[src/rtl/fetch_queue_if.sv]
// Fetch front-end bus bundle: redirect input, instruction-memory request/ack,
// and the valid/ready decode handshake.
interface fetch_queue_if;
  logic        redirect;
  logic [63:0] redirect_addr;
  logic        imem_req;
  logic [63:0] imem_addr;
  logic        imem_ack;
  logic [31:0] imem_rdata;
  logic        out_valid;
  logic [31:0] out_instr;
  logic [63:0] out_pc;
  logic        out_ready;

  modport master (
    input  redirect, redirect_addr, imem_ack, imem_rdata, out_ready,
    output imem_req, imem_addr, out_valid, out_instr, out_pc
  );

  modport slave (
    output redirect, redirect_addr, imem_ack, imem_rdata, out_ready,
    input  imem_req, imem_addr, out_valid, out_instr, out_pc
  );
endinterface

[src/rtl/fetch_queue.sv]
// Instruction fetch queue: owns the fetch PC, keeps at most one memory request
// outstanding, and buffers {pc, instr} pairs for decode.
//
//   state | meaning
//   IDLE  | no request outstanding; an ack here is ignored
//   WAIT  | request outstanding, its response is pushed
//   DROP  | request outstanding, its response is discarded (flushed by redirect)
module fetch_queue #(
  parameter int          DEPTH    = 4,
  parameter logic [63:0] RESET_PC = 64'h0
) (
  input  logic          clk,
  input  logic          rst,
  fetch_queue_if.master bus
);

  localparam int PW = (DEPTH > 1) ? $clog2(DEPTH) : 1;
  localparam int CW = $clog2(DEPTH + 1);

  typedef enum logic [1:0] {IDLE, WAIT, DROP} state_t;

  state_t        state, state_next;
  logic [63:0]   fetch_pc, req_pc;
  logic [PW-1:0] head, tail;
  logic [CW-1:0] count, count_next;
  logic [63:0]   pc_mem    [DEPTH];
  logic [31:0]   instr_mem [DEPTH];
  logic          push, pop, issue, ack_ok, valid;

  always_comb begin
    valid      = !rst && (count != '0) && !bus.redirect;
    pop        = valid && bus.out_ready;
    push       = !rst && !bus.redirect && (state == WAIT) && bus.imem_ack;
    count_next = count + CW'(push) - CW'(pop);
    // The slot test uses post-push/pop occupancy so an outstanding request
    // always has somewhere to land.
    ack_ok     = (state == IDLE) || bus.imem_ack;
    issue      = !rst && !bus.redirect && ack_ok && (count_next < CW'(DEPTH));
  end

  always_comb begin
    state_next = state;
    if (bus.redirect) begin
      state_next = ((state == IDLE) || bus.imem_ack) ? IDLE : DROP;
    end else if (issue) begin
      state_next = WAIT;
    end else if ((state != IDLE) && bus.imem_ack) begin
      state_next = IDLE;
    end
  end

  always_ff @(posedge clk) begin
    if (rst) state <= IDLE;
    else     state <= state_next;
  end

  always_ff @(posedge clk) begin
    if (rst) begin
      fetch_pc <= RESET_PC;
      req_pc   <= '0;
      head     <= '0;
      tail     <= '0;
      count    <= '0;
    end else if (bus.redirect) begin
      fetch_pc <= bus.redirect_addr & ~64'h3;
      head     <= '0;
      tail     <= '0;
      count    <= '0;
    end else begin
      if (issue) begin
        req_pc   <= fetch_pc;
        fetch_pc <= fetch_pc + 64'd4;
      end
      if (push) tail <= tail + PW'(1);
      if (pop)  head <= head + PW'(1);
      count <= count_next;
    end
  end

  always_ff @(posedge clk) begin
    if (push) begin
      pc_mem[tail]    <= req_pc;
      instr_mem[tail] <= bus.imem_rdata;
    end
  end

  assign bus.imem_req  = issue;
  assign bus.imem_addr = rst ? RESET_PC : fetch_pc;
  assign bus.out_valid = valid;
  assign bus.out_instr = valid ? instr_mem[head] : 32'h0;
  assign bus.out_pc    = valid ? pc_mem[head] : 64'h0;

endmodule

[src/flat_wrapper.sv]
// flat-port wrapper written by rule: the top's interface ports become plain ports
module fetch_queue_flat 
#(
  parameter int          DEPTH    = 4,
  parameter logic [63:0] RESET_PC = 64'h0
)
  (clk, rst, bus_redirect, bus_redirect_addr, bus_imem_ack, bus_imem_rdata, bus_out_ready, bus_imem_req, bus_imem_addr, bus_out_valid, bus_out_instr, bus_out_pc);
  fetch_queue_if bus_i ();
  input  logic clk;
  input  logic rst;
  input wire logic [$bits(bus_i.redirect)-1:0] bus_redirect;
  input wire logic [$bits(bus_i.redirect_addr)-1:0] bus_redirect_addr;
  input wire logic [$bits(bus_i.imem_ack)-1:0] bus_imem_ack;
  input wire logic [$bits(bus_i.imem_rdata)-1:0] bus_imem_rdata;
  input wire logic [$bits(bus_i.out_ready)-1:0] bus_out_ready;
  output wire logic [$bits(bus_i.imem_req)-1:0] bus_imem_req;
  output wire logic [$bits(bus_i.imem_addr)-1:0] bus_imem_addr;
  output wire logic [$bits(bus_i.out_valid)-1:0] bus_out_valid;
  output wire logic [$bits(bus_i.out_instr)-1:0] bus_out_instr;
  output wire logic [$bits(bus_i.out_pc)-1:0] bus_out_pc;
  assign bus_i.redirect = bus_redirect;
  assign bus_i.redirect_addr = bus_redirect_addr;
  assign bus_i.imem_ack = bus_imem_ack;
  assign bus_i.imem_rdata = bus_imem_rdata;
  assign bus_i.out_ready = bus_out_ready;
  assign bus_imem_req = bus_i.imem_req;
  assign bus_imem_addr = bus_i.imem_addr;
  assign bus_out_valid = bus_i.out_valid;
  assign bus_out_instr = bus_i.out_instr;
  assign bus_out_pc = bus_i.out_pc;
  fetch_queue #(.DEPTH(DEPTH), .RESET_PC(RESET_PC)) u_core (.clk(clk), .rst(rst), .bus(bus_i));
endmodule
[config.mk]
export PLATFORM = sky130hd
export DESIGN_NAME = fetch_queue_flat
export DESIGN_NICKNAME = d
export VERILOG_FILES = /design/src/rtl/fetch_queue_if.sv /design/src/rtl/fetch_queue.sv /design/src/flat_wrapper.sv
export SDC_FILE = /design/constraint.sdc
export NUM_CORES = 1
export LEC_CHECK = 0
export CORE_UTILIZATION = 55
export CTS_BUF_LIST = sky130_fd_sc_hd__clkbuf_8
export CTS_CLUSTER_SIZE = 24
export DETAILED_ROUTE_END_ITERATION = 16
export PLACE_DENSITY = 0.79
export SYNTH_ARGS = -nofsm -noshare
export SYNTH_HDL_FRONTEND = slang
export SYNTH_SLANG_ARGS = --single-unit
[constraint.sdc]
create_clock -name clk -period 7.5 [get_ports clk]
set_clock_uncertainty 0.15 [all_clocks]
set_input_delay 1.5 -clock clk [delete_from_list [all_inputs] [get_ports clk]]
set_output_delay 1.5 -clock clk [all_outputs]
set_load 0.01 [all_outputs]
# Word level (Yosys, flattened, before mapping)

Memories as Yosys holds them, arrays and structs flattened. A register that Yosys moved wholly into a read port is not among the register bits.
Cells that the tools add are included.
W data, S select, Z words.

Bits in registers: 137
RAM bits: 384
Input port bits: 101
Output and inout bits: 162
Memories kept: 2

Add/subtract/negate cells: 5
$lt $le $gt $ge: 1
Equal/unequal tests: 1
Mux-type cells: 15
Bitwise operators: 1
Reductions and logical operators: 19

Memory list:

| name             | words | width | rd ports | clocked after Yosys merged registers in | write ports | RTL line          | source |
|---|---|---|---|---|---|---|---|
| u_core.pc_mem    | 4     | 64    | 1        | 1                                       | 1           | fetch_queue.sv:26 | `logic [63:0] pc_mem [DEPTH];` |
| u_core.instr_mem | 4     | 32    | 1        | 1                                       | 1           | fetch_queue.sv:27 | `logic [31:0] instr_mem [DEPTH];` |

Operators with widths:

| operator                | number |
|---|---|
| $mux W64                | 4 |
| $add A64 B3 Y64 const B | 1 |
| $mux W32                | 1 |
| $mux W2                 | 8 |
| $logic_and A1 B1 Y1     | 9 |
| $reduce_bool A3 Y1      | 2 |
| $add A2 B1 Y2 const B   | 2 |
| $reduce_bool A2 Y1      | 2 |
| $add A3 B1 Y3           | 1 |
| $lt A3 B3 Y1 const B    | 1 |
| $sub A3 B1 Y3           | 1 |
| $eq A2 B1 Y1 const B    | 1 |
| $logic_not A1 Y1        | 2 |
| $logic_not A2 Y1        | 1 |
| $mux W1                 | 2 |
| $reduce_and A2 Y1       | 1 |
| $reduce_or A2 Y1        | 1 |
| $logic_or A1 B1 Y1      | 1 |
| $not A1 Y1              | 1 |

# Depth between registers and ports, before layout

Depth in word-level cells: 10
Mapped depth: 17
Gate-level depth less buffers: 13

# Worst setup path after synthesis

Ideal clock, no wire load.

Kind: input-to-output
Start: input port rst
End: output port bus_imem_req
Data arrival time: 4.553 ns
Required time: 5.850 ns
Path slack: 1.297 ns
Cell stages on the path: 15
Cells stage by stage: clkbuf_1 > or2_2 > clkbuf_1 > nor2_1 > and2_1 > ha_1 > inv_1 > ha_1 > fa_1 > xor3_1 > and2_1 > clkbuf_1 > nand2_1 > inv_2 > clkbuf_1

Elaborated cells between the ends (all ways): 12
Those cells by class: add/sub: 2; order compare: 1; reduce/logical: 9

RTL lines:

| what                              | RTL line           | source |
|---|---|---|
| start, declared                   | flat_wrapper.sv:10 | `input logic rst;` |
| $logic_not A1 Y1                  | fetch_queue.sv:31  | `valid = !rst && (count != '0) && !bus.redirect;` |
| $logic_and A1 B1 Y1 (2 in series) | fetch_queue.sv:31  |  |
| $logic_and A1 B1 Y1               | fetch_queue.sv:32  | `pop = valid && bus.out_ready;` |
| via u_core.pop                    | fetch_queue.sv:28  | `logic push, pop, issue, ack_ok, valid;` |
| $sub A3 B1 Y3                     | fetch_queue.sv:34  | `count_next = count + CW'(push) - CW'(pop);` |
| $lt A3 B3 Y1                      | fetch_queue.sv:38  | `issue = !rst && !bus.redirect && ack_ok && (count_next < CW'(DEPTH));` |
| $logic_and A1 B1 Y1               | fetch_queue.sv:38  |  |
| end, declared                     | flat_wrapper.sv:16 | `output wire logic [$bits(bus_i.imem_req)-1:0] bus_imem_req;` |

The timed path passes the listed nets, and every way through them passes these cells.

# Worst setup path after layout

Start: input port bus_redirect
End: output port bus_imem_req

Elaborated cells between the ends (all ways): 11
Those cells by class: add/sub: 2; order compare: 1; reduce/logical: 8

RTL lines:

| what                | RTL line           | source |
|---|---|---|
| start, declared     | flat_wrapper.sv:11 | `input wire logic [$bits(bus_i.redirect)-1:0] bus_redirect;` |
| $logic_not A1 Y1    | fetch_queue.sv:31  |  |
| $logic_and A1 B1 Y1 | fetch_queue.sv:31  |  |
| $logic_and A1 B1 Y1 | fetch_queue.sv:32  |  |
| via u_core.pop      | fetch_queue.sv:28  |  |
| $sub A3 B1 Y3       | fetch_queue.sv:34  |  |
| $lt A3 B3 Y1        | fetch_queue.sv:38  |  |
| $logic_and A1 B1 Y1 | fetch_queue.sv:38  |  |

The timed path passes the listed nets, and every way through them passes these cells.

==> results.sh <==
export IMPL_arrival_ps=4990
export IMPL_status="finished, final reports clean"
export IMPL_tightest_slew_ps=1170
export IMPL_ys_ff_latch=511
export IMPL_p_total_mw=5.71
export IMPL_swShare=0.219
export IMPL_fp_dieH_um=197
export IMPL_clk_pin_slew_ps=60
export IMPL_drive_above_1_share=0.142
export IMPL_cp_start_kind="primary input"
export IMPL_synth_area_mux_share=0.106
export IMPL_hold_buffers=0
export IMPL_cts_setup_buffers=0
export IMPL_vias_per_cell=5.64
export IMPL_yosysUniqueCellTypes=52
export IMPL_track_usage=0.256
export IMPL_max_slew_margin_rel=0.222
export IMPL_placedCellCount=2151
export IMPL_synth_area_leaders="edfxtp_1 54%, dfxtp_1 13%, mux4_2 10%, and2_1 3.2%, nand2_1 3.0%"
export IMPL_synth_simple_area_share=0.132
export IMPL_dr_pass1_iters=6
export IMPL_crit_slowest_cell="clkdlybuf4s50_1"
export IMPL_fill_cells=2651
export IMPL_netlist_area_leader_share=0.540
export IMPL_synthTopCellsByCount="376 x edfxtp_1, 169 x nand2_1, 135 x dfxtp_1, 106 x and2_1, 94 x mux4_2"
export IMPL_crit_path_max_fanout=9
export IMPL_ant_nets=0
export IMPL_hpwl_mm=29.5
export IMPL_power_density_nw_per_um2=224
export IMPL_holdPathStages=0
export IMPL_syn_to_final_growth_pct=22.1
export IMPL_cts_made_buffers=82
export IMPL_die_w_um=197
export IMPL_totalWireLength_mm=48.9
export IMPL_hold_class="register to register"
export IMPL_io_buffers=256
export IMPL_power_internal_mw=4.46
export IMPL_h_tree_depth=3
export IMPL_grt_max_degree=96
export IMPL_place_congestion=0.833
export IMPL_grt_pass1_vias=13200
export IMPL_rr_worst_depth=13
export IMPL_combPwrFrac=0.044
export IMPL_critPathKind="primary input to output pin"
export IMPL_stdcell_count=2305
export IMPL_cpPeakStageDelay_ps=530
export IMPL_cts_sinks=511
export IMPL_seqCellArea_um2=14000
export IMPL_p_leak_nw=8.11
export IMPL_async_flop_share=0
export IMPL_drv_slew=0
export IMPL_tns_ps=0
export IMPL_synth_xor_area_frac=0.0263
export IMPL_finalCritPeriodShare=0.885
export IMPL_syn_inst=1462
export IMPL_multi_input_comb_area_um2=6470
export IMPL_critical_path_required_ps=5850
export IMPL_vias=13000
export IMPL_p_sw_mw=1.25
export IMPL_root_buffer="clkbuf_8"
export IMPL_max_freq_mhz=151
export IMPL_ir_drop_v=0.000172
export IMPL_row_count=71
export IMPL_setup_slack_ps=861
export IMPL_drc_errors=0
export IMPL_worstPathCellList="clkdlybuf4s50_1 -> or2_2 -> nor2_4 -> and2_1 -> ha_1 -> inv_1 -> ha_1 -> fa_1 -> xor3_1 -> and2_1 -> nand2_4 -> inv_2 -> clkdlybuf4s50_1"
export IMPL_cts_repair_resized=0
export IMPL_place_ws_ps=879
export IMPL_die_area_um2=38800
export IMPL_seq_area_frac_synth=0.670
export IMPL_insertion_delay_ps=630
export IMPL_synth_compound_area_share=0.0382
export IMPL_drv_cap=0
export IMPL_sequentialPowerShare=0.545
export IMPL_boundaryPins=263
export IMPL_dr_first_iter_drc_count=789
export IMPL_clockBufferDepth=3
export IMPL_synth_area_um2=20900
export IMPL_end_kind="output pin"
export IMPL_synthAdderAreaFrac=0.00515
export IMPL_avgSynthCellArea_um2=14.3
export IMPL_synth_ff_type="edfxtp_1"
export IMPL_antenna_found_initial=3
export IMPL_final_core_util=0.681
export IMPL_yosysMostFrequentCell="edfxtp_1"
export IMPL_setup_viol=0
export IMPL_post_drt_wl_per_cell_um=21.2
export IMPL_cts_tree="done"
export IMPL_yosys_warnings=0
export IMPL_fin_crit_ps=6640
export IMPL_grt_pass1_wl_mm=74.7
export IMPL_hold_violations=0
export IMPL_synth_top_family_by_area="simple AND/OR/NAND/NOR gates"
export IMPL_synth_edf_count=376
export IMPL_start_util=0.557
export IMPL_yosysTopAreaCell="edfxtp_1"
export IMPL_grt_setup_unrepaired="no"
export IMPL_p_clk_frac=0.410
export IMPL_gr_total_overflow=0
export IMPL_final_nets=1833
export IMPL_core_area_um2=37500
[registers in the layout (all words and copies together), names as in the netlist, named ones only]
signal	flops
u_core.pc_mem	248
u_core.count	3
u_core.tail	2
u_core.head	2
u_core.req_pc	62
u_core.instr_mem	128
u_core.fetch_pc	62
u_core.state	2
[through the flow]
stage          hold slack [ps]  area [µm²]
3_3_place_gp               319       23900
2_1_floorplan              295       20900
5_1_grt                    353       25500
4_1_cts                    331       25500
6_report                   323       25500
3_5_place_dp               328       23900
[layer usage]
metal / track usage / vias up / routed length [µm]
li1: - / 5942 / -
met1: 0.341 / 6380 / 20100
met2: 0.413 / 553 / 23500
met3: 0.0577 / 114 / 3650
met4: 0.0999 / 2 / 1660
met5: 0 / - / 12
[layout make-up]
cell class	instances	area share
Inverter	21	0.00309
Sequential cell	511	0.549
Clock buffer	93	0.0501
Clock inverter	59	0.0139
Multi-Input combinational cell	836	0.253
Antenna cell	2	0.000196
Timing Repair Buffer	272	0.106
Tap cell	511	0.0250
[placed cells by master (no fill, tap or decap), types with 30 or more instances in the layout]
master	Yosys	final
nand4_1	30	30
clkdlybuf4s50_1	0	255
dfxtp_1	135	133
nor2_1	73	72
edfxtp_1	376	376
xor2_1	33	33
inv_1	20	43
and2_1	106	102
nor2b_1	52	52
nand2_1	169	168
clkbuf_8	0	93
mux4_2	94	94
a21oi_1	85	85
[power by group through the flow]
stage	registers [mW]	logic [mW]	clock network (mW)
detailed placement	3.17	0.252	0
finish	3.11	0.253	2.34
global route	3.12	0.272	2.51
floorplan	3.15	0.132	0
CTS	3.11	0.253	2.39
global placement	3.17	0.247	0
[critical path: cells and delay by family]
kind                       cells  cell delay, ps
adders and majority gates      3             720
buffers and inverters          4            1120
and+or+nand+nor                5            1370
xor gates and xnor gates       1             290
[worst paths after layout]
kind                          start              endpoint  slack (ps)
setup / recovery       bus_redirect          bus_imem_req         860
hold / removal    u_core.req_pc[31]  u_core.pc_mem[1][31]         320
setup reg to reg    u_core.count[1]   u_core.fetch_pc[61]        3210
hold reg to reg   u_core.req_pc[31]  u_core.pc_mem[1][31]         320
[kinds of logic (layout without fill, tap and decap cells)]
| family | count (synthesis) | in the layout |
|---|---|---|
| xor+xnor | 61 | 61 |
| buf+inv | 118 | 445 |
| mux | 104 | 104 |
| simple gates | 526 | 526 |
| flops | 511 | 511 |
| fa+ha+maj | 8 | 8 |
| compound gates | 133 | 133 |
| other cells | 1 | 6 |
(Power assumes the default switching activity.)
